--- config.mk ---
export PLATFORM = sky130hd
export DESIGN_NAME = systolic_seq_ctrl_flat
export DESIGN_NICKNAME = d
export VERILOG_FILES = /design/src/rtl/sa_ctrl_pkg.sv /design/src/rtl/systolic_seq_ctrl_if.sv /design/src/rtl/sa_skew_gen.sv /design/src/rtl/systolic_seq_ctrl.sv /design/src/flat_wrapper.sv
export SDC_FILE = /design/constraint.sdc
export NUM_CORES = 1
export LEC_CHECK = 0
export BUFFER_PORTS_ARGS = -buffer_cell sky130_fd_sc_hd__buf_2
export CAP_MARGIN = 40
export CORE_AREA = 2 2 159 176
export CTS_CLUSTER_DIAMETER = 30
export DETAILED_ROUTE_END_ITERATION = 7
export DIE_AREA = 0 0 161 178
export GPL_TIMING_DRIVEN = 0
export PLACE_DENSITY_LB_ADDON = 0.08
export SYNTH_ARGS = -nofsm -noshare
export SYNTH_HDL_FRONTEND = slang
export SYNTH_SLANG_ARGS = --single-unit
--- constraint.sdc ---
create_clock -name clk -period 5.9 [get_ports clk]
set_clock_uncertainty 0.1 [all_clocks]
set_input_delay 0.295 -clock clk [delete_from_list [all_inputs] [get_ports clk]]
set_output_delay 0.295 -clock clk [all_outputs]
set_load 0.02 [all_outputs]
--- src/rtl/sa_ctrl_pkg.sv ---
// Shared constants, state encoding and indexing helper for the systolic array sequencer.
package sa_ctrl_pkg;

   localparam int N             = 4;
   localparam int DW            = 4;
   localparam int CW            = 8;
   localparam int DRAIN_CYC_DEF = 4;
   localparam int FEED_CYC      = 2 * N - 1;
   localparam int NE            = N * N;
   localparam int KW            = $clog2(NE);
   localparam int TW            = $clog2(FEED_CYC + 1);
   localparam int CNTW          = 4;

   typedef enum logic [2:0] {
      ST_IDLE,
      ST_CLEAR,
      ST_FEED,
      ST_DRAIN,
      ST_CAPTURE,
      ST_SEND,
      ST_DONE
   } state_t;

   function automatic logic [KW-1:0] elem_idx(input int r, input int c);
      return KW'(r * N + c);
   endfunction

endpackage

--- src/rtl/systolic_seq_ctrl_if.sv ---
// Byte-stream handshakes plus the array-facing signals of the systolic array sequencer.
interface systolic_seq_ctrl_if;
   import sa_ctrl_pkg::*;

   logic              ld_valid;
   logic [2*DW-1:0]   ld_data;
   logic              ld_ready;
   logic              start;
   logic              busy;
   logic              sa_reset;
   logic [N*DW-1:0]   sa_a;
   logic [N*DW-1:0]   sa_b;
   logic [NE*CW-1:0]  sa_c;
   logic              tx_valid;
   logic [CW-1:0]     tx_data;
   logic              tx_ready;
   logic              done;

   modport slave (
      input  ld_valid, ld_data, start, sa_c, tx_ready,
      output ld_ready, busy, sa_reset, sa_a, sa_b, tx_valid, tx_data, done
   );

   modport master (
      output ld_valid, ld_data, start, sa_c, tx_ready,
      input  ld_ready, busy, sa_reset, sa_a, sa_b, tx_valid, tx_data, done
   );

endinterface

--- src/rtl/sa_skew_gen.sv ---
// Diagonal skew for feed step t: row i gets A[i][t-i], column j gets B[t-j][j], zero outside.
module sa_skew_gen
   import sa_ctrl_pkg::*;
(
   input  logic [TW-1:0]   t,
   input  logic [DW-1:0]   a_buf [NE],
   input  logic [DW-1:0]   b_buf [NE],
   output logic [N*DW-1:0] a_nxt,
   output logic [N*DW-1:0] b_nxt
);

   always_comb begin
      a_nxt = '0;
      b_nxt = '0;
      for (int i = 0; i < N; i++) begin
         if (int'(t) >= i && int'(t) < i + N) begin
            a_nxt[i*DW +: DW] = a_buf[elem_idx(i, int'(t) - i)];
            b_nxt[i*DW +: DW] = b_buf[elem_idx(int'(t) - i, i)];
         end
      end
   end

endmodule

--- src/rtl/systolic_seq_ctrl.sv ---
// Sequencer between the UART byte streams and the 4x4 systolic array: load operands, clear,
// skewed feed, drain, capture and byte-wise return of the sixteen results.
module systolic_seq_ctrl
   import sa_ctrl_pkg::*;
#(
   parameter int DRAIN_CYC = DRAIN_CYC_DEF
)(
   input logic                clk,
   input logic                reset,
   systolic_seq_ctrl_if.slave bus
);

   state_t            state;
   state_t            state_nxt;
   logic [CNTW-1:0]   cnt;
   logic [KW-1:0]     ld_idx;
   logic [KW-1:0]     tx_idx;
   logic [DW-1:0]     a_buf [NE];
   logic [DW-1:0]     b_buf [NE];
   logic [CW-1:0]     c_buf [NE];
   logic [N*DW-1:0]   sa_a_q;
   logic [N*DW-1:0]   sa_b_q;
   logic [N*DW-1:0]   skew_a;
   logic [N*DW-1:0]   skew_b;
   logic [TW-1:0]     feed_t;

   sa_skew_gen u_skew (
      .t     (feed_t),
      .a_buf (a_buf),
      .b_buf (b_buf),
      .a_nxt (skew_a),
      .b_nxt (skew_b)
   );

   always_ff @(posedge clk) begin
      if (!reset) state <= ST_IDLE;
      else        state <= state_nxt;
   end

   // feed_t is the step the edge ending this cycle will present, so sa_a/sa_b are registered.
   always_comb begin
      state_nxt = state;
      feed_t    = '0;
      unique case (state)
         ST_IDLE:    if (bus.start) state_nxt = ST_CLEAR;
         ST_CLEAR:   state_nxt = ST_FEED;
         ST_FEED: begin
            feed_t = TW'(cnt + 1'b1);
            if (cnt == CNTW'(FEED_CYC - 1)) state_nxt = ST_DRAIN;
         end
         ST_DRAIN:   if (cnt == CNTW'(DRAIN_CYC - 1)) state_nxt = ST_CAPTURE;
         ST_CAPTURE: state_nxt = ST_SEND;
         ST_SEND:    if (bus.tx_ready && tx_idx == KW'(NE - 1)) state_nxt = ST_DONE;
         ST_DONE:    state_nxt = ST_IDLE;
         default:    state_nxt = ST_IDLE;
      endcase

      bus.ld_ready = (state == ST_IDLE);
      bus.busy     = (state != ST_IDLE);
      bus.sa_reset = (state == ST_CLEAR);
      bus.tx_valid = (state == ST_SEND);
      bus.done     = (state == ST_DONE);
      bus.tx_data  = c_buf[tx_idx];
      bus.sa_a     = sa_a_q;
      bus.sa_b     = sa_b_q;
   end

   always_ff @(posedge clk) begin
      if (!reset) begin
         cnt    <= '0;
         ld_idx <= '0;
         tx_idx <= '0;
         sa_a_q <= '0;
         sa_b_q <= '0;
         for (int k = 0; k < NE; k++) begin
            a_buf[k] <= '0;
            b_buf[k] <= '0;
            c_buf[k] <= '0;
         end
      end else begin
         cnt    <= (state_nxt != state) ? '0 : cnt + 1'b1;
         sa_a_q <= (state_nxt == ST_FEED) ? skew_a : '0;
         sa_b_q <= (state_nxt == ST_FEED) ? skew_b : '0;

         // A byte arriving together with start is still stored before the index rewinds.
         if (state == ST_IDLE && bus.ld_valid) begin
            a_buf[ld_idx] <= bus.ld_data[DW-1:0];
            b_buf[ld_idx] <= bus.ld_data[2*DW-1:DW];
            ld_idx        <= ld_idx + 1'b1;
         end
         if (state == ST_IDLE && state_nxt == ST_CLEAR) ld_idx <= '0;

         if (state == ST_CAPTURE) begin
            tx_idx <= '0;
            for (int k = 0; k < NE; k++) c_buf[k] <= bus.sa_c[k*CW +: CW];
         end else if (state == ST_SEND && bus.tx_ready) begin
            tx_idx <= tx_idx + 1'b1;
         end
      end
   end

endmodule

--- src/flat_wrapper.sv ---
// flat-port wrapper written by rule: the top's interface ports become plain ports
module systolic_seq_ctrl_flat import sa_ctrl_pkg::*;
#(
   parameter int DRAIN_CYC = DRAIN_CYC_DEF
)
  (clk, reset, bus_ld_valid, bus_ld_data, bus_start, bus_sa_c, bus_tx_ready, bus_ld_ready, bus_busy, bus_sa_reset, bus_sa_a, bus_sa_b, bus_tx_valid, bus_tx_data, bus_done);
  systolic_seq_ctrl_if bus_i ();
  input logic clk;
  input logic reset;
  input wire logic [$bits(bus_i.ld_valid)-1:0] bus_ld_valid;
  input wire logic [$bits(bus_i.ld_data)-1:0] bus_ld_data;
  input wire logic [$bits(bus_i.start)-1:0] bus_start;
  input wire logic [$bits(bus_i.sa_c)-1:0] bus_sa_c;
  input wire logic [$bits(bus_i.tx_ready)-1:0] bus_tx_ready;
  output wire logic [$bits(bus_i.ld_ready)-1:0] bus_ld_ready;
  output wire logic [$bits(bus_i.busy)-1:0] bus_busy;
  output wire logic [$bits(bus_i.sa_reset)-1:0] bus_sa_reset;
  output wire logic [$bits(bus_i.sa_a)-1:0] bus_sa_a;
  output wire logic [$bits(bus_i.sa_b)-1:0] bus_sa_b;
  output wire logic [$bits(bus_i.tx_valid)-1:0] bus_tx_valid;
  output wire logic [$bits(bus_i.tx_data)-1:0] bus_tx_data;
  output wire logic [$bits(bus_i.done)-1:0] bus_done;
  assign bus_i.ld_valid = bus_ld_valid;
  assign bus_i.ld_data = bus_ld_data;
  assign bus_i.start = bus_start;
  assign bus_i.sa_c = bus_sa_c;
  assign bus_i.tx_ready = bus_tx_ready;
  assign bus_ld_ready = bus_i.ld_ready;
  assign bus_busy = bus_i.busy;
  assign bus_sa_reset = bus_i.sa_reset;
  assign bus_sa_a = bus_i.sa_a;
  assign bus_sa_b = bus_i.sa_b;
  assign bus_tx_valid = bus_i.tx_valid;
  assign bus_tx_data = bus_i.tx_data;
  assign bus_done = bus_i.done;
  systolic_seq_ctrl #(.DRAIN_CYC(DRAIN_CYC)) u_core (.clk(clk), .reset(reset), .bus(bus_i));
endmodule
Yosys cells after proc, flatten, opt, wreduce, memory -nomap -nowiden
Memories as Yosys holds them, arrays and structs flattened. A register that Yosys moved wholly into a read port is not among the register bits.
Cells that the tools add are included.
{"block": "op_classes", "n_eq_ne": 12, "add_sub_neg": 12, "bitwise_logic": 26, "n_reduce_logical": 17, "mux": 56, "n_lt_le_gt_ge": 17}
{"cell": "$bmux W4 S4", "count": 8}
{"cell": "$bwmux W64", "count": 2}
{"cell": "$mux W8", "count": 16}
{"cell": "$mux W4", "count": 19}
{"cell": "$ge A5 B5 Y1 const B", "count": 9}
{"cell": "$not A4 Y5", "count": 8}
{"cell": "$pmux W3 S6", "count": 1}
{"cell": "$demux W4 S4", "count": 1}
{"cell": "$or A1 B1 Y1", "count": 16}
{"cell": "$mux W3", "count": 5}
{"cell": "$add A4 B1 Y4 const B", "count": 3}
{"cell": "$lt A3 B3 Y1 const B", "count": 4}
{"cell": "$reduce_and A3 Y1", "count": 4}
{"cell": "$eq A3 B2 Y1 const B", "count": 3}
{"cell": "$eq A3 B3 Y1 const B", "count": 3}
{"cell": "$add A4 B3 Y4 const B", "count": 2}
{"cell": "$add A4 B4 Y4 const A", "count": 2}
{"cell": "$logic_and A1 B1 Y1", "count": 8}
{"cell": "$sub A3 B2 Y4 const B", "count": 2}
{"cell": "$eq A3 B1 Y1 const B", "count": 2}
{"cell": "$ge A3 B2 Y1 const B", "count": 2}
{"cell": "$reduce_or A2 Y1", "count": 3}
{"cell": "$lt A5 B1 Y1 const B", "count": 1}
{"cell": "$not A3 Y5", "count": 1}
{"cell": "12 further kinds", "count": 15}
{"block": "word_totals", "output_inout_bits": 45, "wordCells": 185, "mem_bits_rw": 128, "input_bits": 141, "ff_bits": 175, "memories": 1}
{"name": "u_core.c_buf", "words": 16, "width": 8, "read_ports": 1, "rd_ports_with_merged_regs": 1, "wr": 16, "line": "systolic_seq_ctrl.sv:20", "text": "logic [CW-1:0] c_buf [NE];"}

Logic depth before layout (Yosys ltp)
Gate-level depths: netlist of run 1.
{"block": "depth", "depth_word": 8, "depth_mapped": 15, "depth_no_buf": 9}

Cells and area by module
Synthesis of run 1 repeated with hierarchy kept, for this count alone.
{"block": "hier_totals", "hier_cells": 1161, "hier_area_um2": 14715.4}
{"mod": "systolic_seq_ctrl", "cells_per_inst": 976, "seq_area_each_um2": 7427.1, "instances": 1, "area_per_inst_um2": 12328.1}
{"mod": "sa_skew_gen", "cells_per_inst": 185, "seq_area_each_um2": 0.0, "instances": 1, "area_per_inst_um2": 2387.3}

Least setup slack after synthesis of run 1
No wires, ideal clock.
{"block": "synth_path", "kind": "register to register", "start": "reg u_core.state[0]", "end": "mem u_core.c_buf[0][0], enable pin", "slack_ns": 1.806, "setup_ns": 0.497, "t_arrival_ns": 3.497, "synth_period_minus_slack_ns": 4.094, "path_buffers": 1, "required_ns": 5.303, "path_stages_with_launch": 5, "path_cell_list": "dfxtp_1 buf_2 nor2_1 nand2_1 nand2_1"}
{"element": "from (decl)", "line": "systolic_seq_ctrl.sv:13", "text": "state_t state;"}
{"element": "from (signal assigned)", "line": "systolic_seq_ctrl.sv:37", "text": "else state <= state_nxt;"}
{"element": "to (decl)", "line": "systolic_seq_ctrl.sv:20"}

Final worst setup path of run 1
{"block": "layout_path", "start": "reg u_core.cnt[0]", "end": "reg u_core.sa_a_q[4], in the netlist u_core.bus.sa_a[4]"}
{"block": "layout_via", "elab_chain_cells": 8, "word_cells_on_any_way": 18, "cone_classes": "add/sub (3); order compare (2); eq/ne (3); mux (7); bitwise (1); reduce/logical (2)"}
{"element": "from (decl)", "line": "systolic_seq_ctrl.sv:15", "text": "logic [CNTW-1:0] cnt;"}
{"element": "from (signal assigned)", "line": "systolic_seq_ctrl.sv:81", "text": "cnt <= (state_nxt != state) ? '0 : cnt + 1'b1;"}
{"element": "$add A4 B1 Y4"}
{"element": "$mux W3", "line": "systolic_seq_ctrl.sv:44", "text": "unique case (state)"}
{"element": "$sub A3 B1 Y4"}
{"element": "$add A4 B4 Y4", "line": "sa_ctrl_pkg.sv:25", "text": "return KW'(r * N + c);"}
{"element": "$not A4 Y5 (implied by the code)", "line": "sa_skew_gen.sv:17", "text": "a_nxt[i*DW +: DW] = a_buf[elem_idx(i, int'(t) - i)];"}
{"element": "$bmux W4 S4", "line": "sa_skew_gen.sv:17"}
{"element": "$mux W4 (implied by the code) (2 in series)", "line": "sa_skew_gen.sv:17"}
{"element": "to (signal assigned)", "line": "systolic_seq_ctrl.sv:82", "text": "sa_a_q <= (state_nxt == ST_FEED) ? skew_a : '0;"}
{"element": "to (decl)", "line": "systolic_seq_ctrl.sv:21", "text": "logic [N*DW-1:0] sa_a_q;"}
Several ways; a longest one is shown, not always the timed one. The select of a mux whose other input is x is not followed.
A chain may end at the register's enable or synchronous reset.

==> flow_metrics.env, run 1 <==
export IMPL_finalNetCount=1815
export IMPL_ys_warn_count=0
export IMPL_synth_area_per_cell_um2=11.3
export IMPL_clkTransAtPathRegs_ns=0.05
export IMPL_cts_root_buffer="clkbuf_16"
export IMPL_synthToLayoutAreaGrowth_pct=32.8
export IMPL_post_cts_resize_count=0
export IMPL_grt_overflow_total=0
export IMPL_synth_edf_count=128
export IMPL_crit_path_max_incr_delay_ns=0.73
export IMPL_cts_htree_levels=2
export IMPL_crit_family="buffers and inverters"
export IMPL_top_level_ports=186
export IMPL_grtUsageTotal=0.323
export IMPL_die_area_um2=28700
export IMPL_cts_setup_buffers=0
export IMPL_antenna_found_initial=1
export IMPL_power_frac_clock=0.554
export IMPL_finalSetupTns_ns=0
export IMPL_final_hold_viol_count=0
export IMPL_relSlewSlack=0.367
export IMPL_power_density_nw_per_um2=323
export IMPL_cp_end_kind="register"
export IMPL_slew_violations=0
export IMPL_gp_routability_congestion=0.962
export IMPL_clkLatencyLatePin_ns=0.57
export IMPL_grt_pass1_wl_um=70300
export IMPL_drc=0
export IMPL_viasPerCell=5.86
export IMPL_cts_tree="done"
export IMPL_final_antenna_net_count=0
export IMPL_drt_pre_antenna_iters=5
export IMPL_rsz0062_at_grt="no"
export IMPL_ys_seq_area_frac=0.510
export IMPL_num_rows=63
export IMPL_swShare=0.231
export IMPL_grt_pass1_vias=12224
export IMPL_grt_max_degree=51
export IMPL_arrival_ns=5.53
export IMPL_synth_nets=1444
export IMPL_clockBufferDepth=3
export IMPL_path_cells="clkbuf_1, clkbuf_1, inv_1, ha_1, nand2b_1, clkbuf_1, ha_1, clkbuf_1, clkbuf_1, mux2i_1, o22ai_1, o21a_1"
export IMPL_tightest_slew_ns=0.947
export IMPL_synthArstFlopShare=0
export IMPL_cts_buffers=56
export IMPL_period_minus_slack_ns=5.17
export IMPL_setup_viol=0
export IMPL_stdcell_count=2062
export IMPL_synth_seq_cells=307
export IMPL_via_count=12092
export IMPL_cpMostUsedCell="clkbuf_1"
export IMPL_synth_flop_cell="dfxtp_1"
export IMPL_start_kind="register"
export IMPL_dp_cells=1822
export IMPL_wl_per_cell_um=22.6
export IMPL_synthCells=1286
export IMPL_ir_drop_mv=0.215
export IMPL_clock_fmax_ghz=0.193
export IMPL_fill_cells=1885
export IMPL_combPwrFrac=0.079
export IMPL_layout_worst_path_cycle_share=0.877
export IMPL_path_max_fanout=14
export IMPL_synth_cell_types=64
export IMPL_drt_iter0_drc=1184
export IMPL_status="complete, no violations"
export IMPL_crit_type="reg -> reg"
export IMPL_maxCapViolCount=0
export IMPL_drive_gt1_frac=0.236
export IMPL_cp_buffers_inverters=6
export IMPL_chipWidth_um=161
export IMPL_hold_worst_slack_ns=0.0140
export IMPL_p_leak_nw=7.43
export IMPL_hpwlAfterDp_um=30400
export IMPL_io_buffers=177
export IMPL_switchingPower_mw=1.44
export IMPL_min_path_type="in -> reg"
export IMPL_required_ns=6.26
export IMPL_seqPwrFrac=0.368
export IMPL_core_um2=26800
export IMPL_start_util=0.543
export IMPL_synth_area_um2=14600
export IMPL_p_int_mw=4.79
export IMPL_utilization=0.721
export IMPL_routed_wl_um=46600
export IMPL_cpMaxStageDelayCell="clkbuf_1"
export IMPL_cts_sinks=307
export IMPL_dieHeight_um=178
power by group through the flow:
stage / logic (mW) / clock network, mW / registers, mW
2_1_floorplan: 0.252 / 0 / 2.33
3_3_place_gp: 0.395 / 0 / 2.34
3_5_place_dp: 0.403 / 0 / 2.33
4_1_cts: 0.477 / 3.47 / 2.29
5_1_grt: 0.517 / 3.58 / 2.29
6_report: 0.490 / 3.45 / 2.29
per-stage QoR:
step                      instance area [um^2]  worst slack, ns  total power, mW
after floorplan                          14600             1.81             2.58
after global placement                   15900            0.455             2.73
after detailed placement                 15900            0.813             2.73
after CTS                                19300            0.816             6.23
after global routing                     19300            0.485             6.39
final                                    19300            0.727             6.23
Yosys cell counts (12+ instances only):
cell | count | area share
a211oi_1 | 16 | 0.0083
mux2i_1 | 60 | 0.041
clkbuf_1 | 72 | 0.019
nor2_1 | 63 | 0.016
o21ai_0 | 16 | 0.0055
nor2b_1 | 12 | 0.0052
mux4_2 | 82 | 0.13
a21oi_1 | 105 | 0.036
ha_1 | 17 | 0.015
buf_2 | 18 | 0.0062
edfxtp_1 | 128 | 0.26
nand2_1 | 143 | 0.037
and2_1 | 136 | 0.058
and3_1 | 14 | 0.0060
dfxtp_1 | 179 | 0.25
nand3_1 | 113 | 0.039
worst register-to-register path, delay by kind of cell, from the launching register on:
family / cells / cell delay (ns)
AOI/OAI and AO/OA: 2 / 0.35
adders and majority gates: 2 / 0.80
buffers and inverters: 6 / 2.85
DFF: 1 / 0.34
muxes: 1 / 0.46
and+or+nand+nor: 1 / 0.15
kinds of logic (layout without fill, tap and decap cells):
logic type	Yosys count	in the layout	synth area share
compound gates	184	184	0.0787
flops	307	307	0.510
other cells	0	1	0
fa+ha+maj	17	17	0.0146
xor+xnor	7	7	0.00421
buf+inv	122	540	0.0405
mux	151	151	0.181
simple gates	498	498	0.171
placed cells by master, fill, tap and decap left out, types with 3 or more instances in the layout:
cell type	synthesis	routed
a311oi_1	4	4
mux2i_1	60	60
nor2_1	63	63
o211a_1	3	3
o21a_1	6	6
o21ai_0	16	16
buf_2	18	195
clkinvlp_4	0	7
clkinv_1	2	3
clkinv_4	0	10
and2_1	136	136
nand3_1	113	113
bufinv_16	0	11
buf_6	3	3
clkbuf_8	0	4
ha_1	17	17
buf_1	10	10
clkbuf_1	72	77
and3_1	14	14
dfxtp_1	179	179
xor2_1	3	3
a211oi_1	16	16
nand2_1	143	142
clkbuf_16	0	57
o221ai_1	8	8
xnor2_1	4	4
mux4_1	6	6
clkinv_2	0	7
inv_1	8	8
o22ai_1	5	5
nor2b_1	12	12
buf_12	3	5
mux4_2	82	82
a21oi_1	105	105
a311o_1	6	6
edfxtp_1	128	128
dlygate4sd3_1	0	134
metal layers:
layer | global-route usage | wire (um)
met1 | 0.388 | 17500
met2 | 0.564 | 23000
met3 | 0.0586 | 3830
met4 | 0.154 | 2220
met5 | 0 | 0
state kept, by name (all words and copies together) (netlist names), named ones only:
| register | flops |
|---|---|
| u_core.state | 3 |
| u_core.tx_idx | 4 |
| u_core.c_buf | 128 |
| u_core.bus.sa_b | 16 |
| u_core.a_buf | 64 |
| u_core.b_buf | 64 |
| u_core.cnt | 4 |
| u_core.ld_idx | 4 |
| u_core.bus.sa_a | 16 |
repair_timing:
item	in CTS	in global routing
endpoints found under the hold margin	158	0
setup endpoints to repair	0	0
hold buffers	134	0
path summary, 6_finish.rpt:
check                                      start            endpoint  slack [ns]  depth (start not counted)
worst min register to register  u_core.b_buf[22]    u_core.b_buf[22]        0.35                          2
worst max-delay path               u_core.cnt[0]  u_core.bus.sa_a[4]        0.73                         12
worst min-delay path                   bus_start     u_core.state[0]        0.01                          3
worst max register to register     u_core.cnt[0]  u_core.bus.sa_a[4]        0.73                         12
cell type report:
| type | instances | area (um^2) | share of cell area |
|---|---|---|---|
| Antenna cell | 1 | 2.50 | 0.000129 |
| Buffer | 110 | 537 | 0.0278 |
| Clock buffer | 66 | 1500 | 0.0776 |
| Clock inverter | 39 | 547 | 0.0283 |
| Inverter | 12 | 52.6 | 0.00272 |
| Multi-Input combinational cell | 857 | 6550 | 0.339 |
| Sequential cell | 307 | 7430 | 0.384 |
| Tap cell | 357 | 447 | 0.0231 |
| Timing Repair Buffer | 313 | 2270 | 0.117 |
(Power assumes the default switching activity.)
==> run 2, diff against run 1 <==
- clock period: 5.9 -> 5.5 ns (I/O delays scaled with it)
==> flow_metrics.env, run 2 (synthesis results as in run 1) <==
export IMPL_status="complete, no violations"
export IMPL_ir_drop_mv=0.231
export IMPL_placed_area_um2=15900
export IMPL_core_um2=26800
export IMPL_start_kind="register"
export IMPL_dp_cells=1822
export IMPL_antenna_found_initial=1
export IMPL_clkLatencyLatePin_ns=0.57
export IMPL_num_rows=63
export IMPL_arrival_ns=5.53
export IMPL_via_count=12179
export IMPL_top_level_ports=186
export IMPL_p_leak_nw=7.44
export IMPL_multi_input_area_um2=6550
export IMPL_required_ns=5.86
export IMPL_routed_wl_um=46600
export IMPL_hold_buffers=137
export IMPL_final_cell_mix="buf_2, dfxtp_1, nand2_1, dlygate4sd3_1, and2_1"
export IMPL_final_hold_viol_count=0
export IMPL_io_buffers=177
export IMPL_final_common_cell="buf_2"
export IMPL_r2r_slack_ns=0.33
export IMPL_grtUsageTotal=0.323
export IMPL_setup_slack_ns=0.325
export IMPL_slew_violations=0
export IMPL_fin_total_pwr_mw=6.69
export IMPL_post_cts_resize_count=0
export IMPL_r2r_end="u_core.bus.sa_a[4]"
export IMPL_layout_worst_path_cycle_share=0.941
export IMPL_cp_end_kind="register"
export IMPL_drc=0
export IMPL_finalSetupTns_ns=0
export IMPL_relSlewSlack=0.392
export IMPL_cts_htree_levels=2
export IMPL_die_area_um2=28700
export IMPL_drt_iter0_drc=1169
export IMPL_synthToLayoutAreaGrowth_pct=33.0
export IMPL_maxCapViolCount=0
export IMPL_drive_gt1_frac=0.236
export IMPL_fill_cells=1882
export IMPL_design_area_um2=19400
export IMPL_start_util=0.543
export IMPL_cts_setup_buffers=0
export IMPL_grt_max_degree=51
export IMPL_largest_register_ffs=128
export IMPL_dieHeight_um=178
export IMPL_reg2reg_from="u_core.cnt[0]"
export IMPL_hold_path_startpoint="bus_ld_data[4]"
export IMPL_largest_registers="u_core.c_buf: 128 flops, u_core.a_buf: 64 flops, u_core.b_buf: 64 flops"
export IMPL_period_minus_slack_ns=5.17
export IMPL_grt_overflow_total=0
export IMPL_cts_buffers=56
export IMPL_critPathLaunch="u_core.cnt[0]"
export IMPL_tightest_slew_ns=0.908
export IMPL_viasPerCell=5.90
export IMPL_cts_root_buffer="clkbuf_16"
export IMPL_drt_pre_antenna_iters=5
export IMPL_cp_endpoint="u_core.bus.sa_a[4]"
export IMPL_path_max_fanout=14
export IMPL_min_path_type="in -> reg"
export IMPL_seqCellArea_um2=7430
export IMPL_grt_pass1_wl_um=70400
export IMPL_cts_tree="done"
export IMPL_clock_fmax_ghz=0.193
export IMPL_hpwlAfterDp_um=30400
export IMPL_grt_pass1_vias=12232
export IMPL_gp_routability_congestion=0.962
export IMPL_utilization=0.722
export IMPL_power_density_nw_per_um2=345
export IMPL_rsz0062_at_grt="no"
export IMPL_stdcell_count=2065
export IMPL_chipWidth_um=161
export IMPL_wl_per_cell_um=22.6
export IMPL_crit_type="reg -> reg"
export IMPL_clockBufferDepth=3
export IMPL_rr_worst_depth=12
export IMPL_regMostFlops="u_core.c_buf"
export IMPL_hold_worst_slack_ns=0.0306
export IMPL_finalNetCount=1818
export IMPL_final_antenna_net_count=0
export IMPL_clkTransAtPathRegs_ns=0.05
export IMPL_cts_sinks=307
export IMPL_dp_slack_ns=0.413
export IMPL_setup_viol=0
run 2: cell types whose count changed in the layout (fill, tap and decap cells not counted), sizes merged:
| cell | before | now |
|---|---|---|
| dlygate4sd3 | 134 | 137 |
run 2: power by group:
group	internal, mW	switching [mW]
combinational	0.234	0.294
clock	2.48	1.22
sequential	2.43	0.0271
total	5.14	1.54
run 2: worst min path at each step:
stage               slack [ns]  depth (start not counted)               end
global route              0.04                          3  u_core.b_buf[40]
global placement          0.34                          2  u_core.b_buf[18]
CTS                      0.007                          3  u_core.b_buf[40]
floorplan                 0.33                          2  u_core.b_buf[16]
detailed placement        0.35                          2  u_core.b_buf[36]
finish                    0.03                          3  u_core.b_buf[40]
run 2: cell type report:
type,instances,area share
multi-input cells,857,0.338
clock buffers,66,0.0775
plain buffers,110,0.0277
clock inverters,39,0.0282
inverters,12,0.00271
well taps,357,0.0231
repair buffers,316,0.119
flip-flops and latches,307,0.384
diodes,1,0.000129
run 2: critical path, stage by stage, from the launching register on:
cell	delay, ns
dfxtp_1	0.34
clkbuf_1	0.52
clkbuf_1	0.58
inv_1	0.11
ha_1	0.33
nand2b_1	0.15
clkbuf_1	0.41
ha_1	0.47
clkbuf_1	0.50
clkbuf_1	0.72
mux2i_1	0.46
o22ai_1	0.15
o21a_1	0.20
run 2: metal layers:
metal / up-vias / wire [um] / track usage
met2: 711 / 23000 / 0.565
met5: - / 0 / 0
met1: 5874 / 17400 / 0.389
met3: 136 / 4000 / 0.0586
met4: 0 / 2250 / 0.154
li1: 5458 / - / -
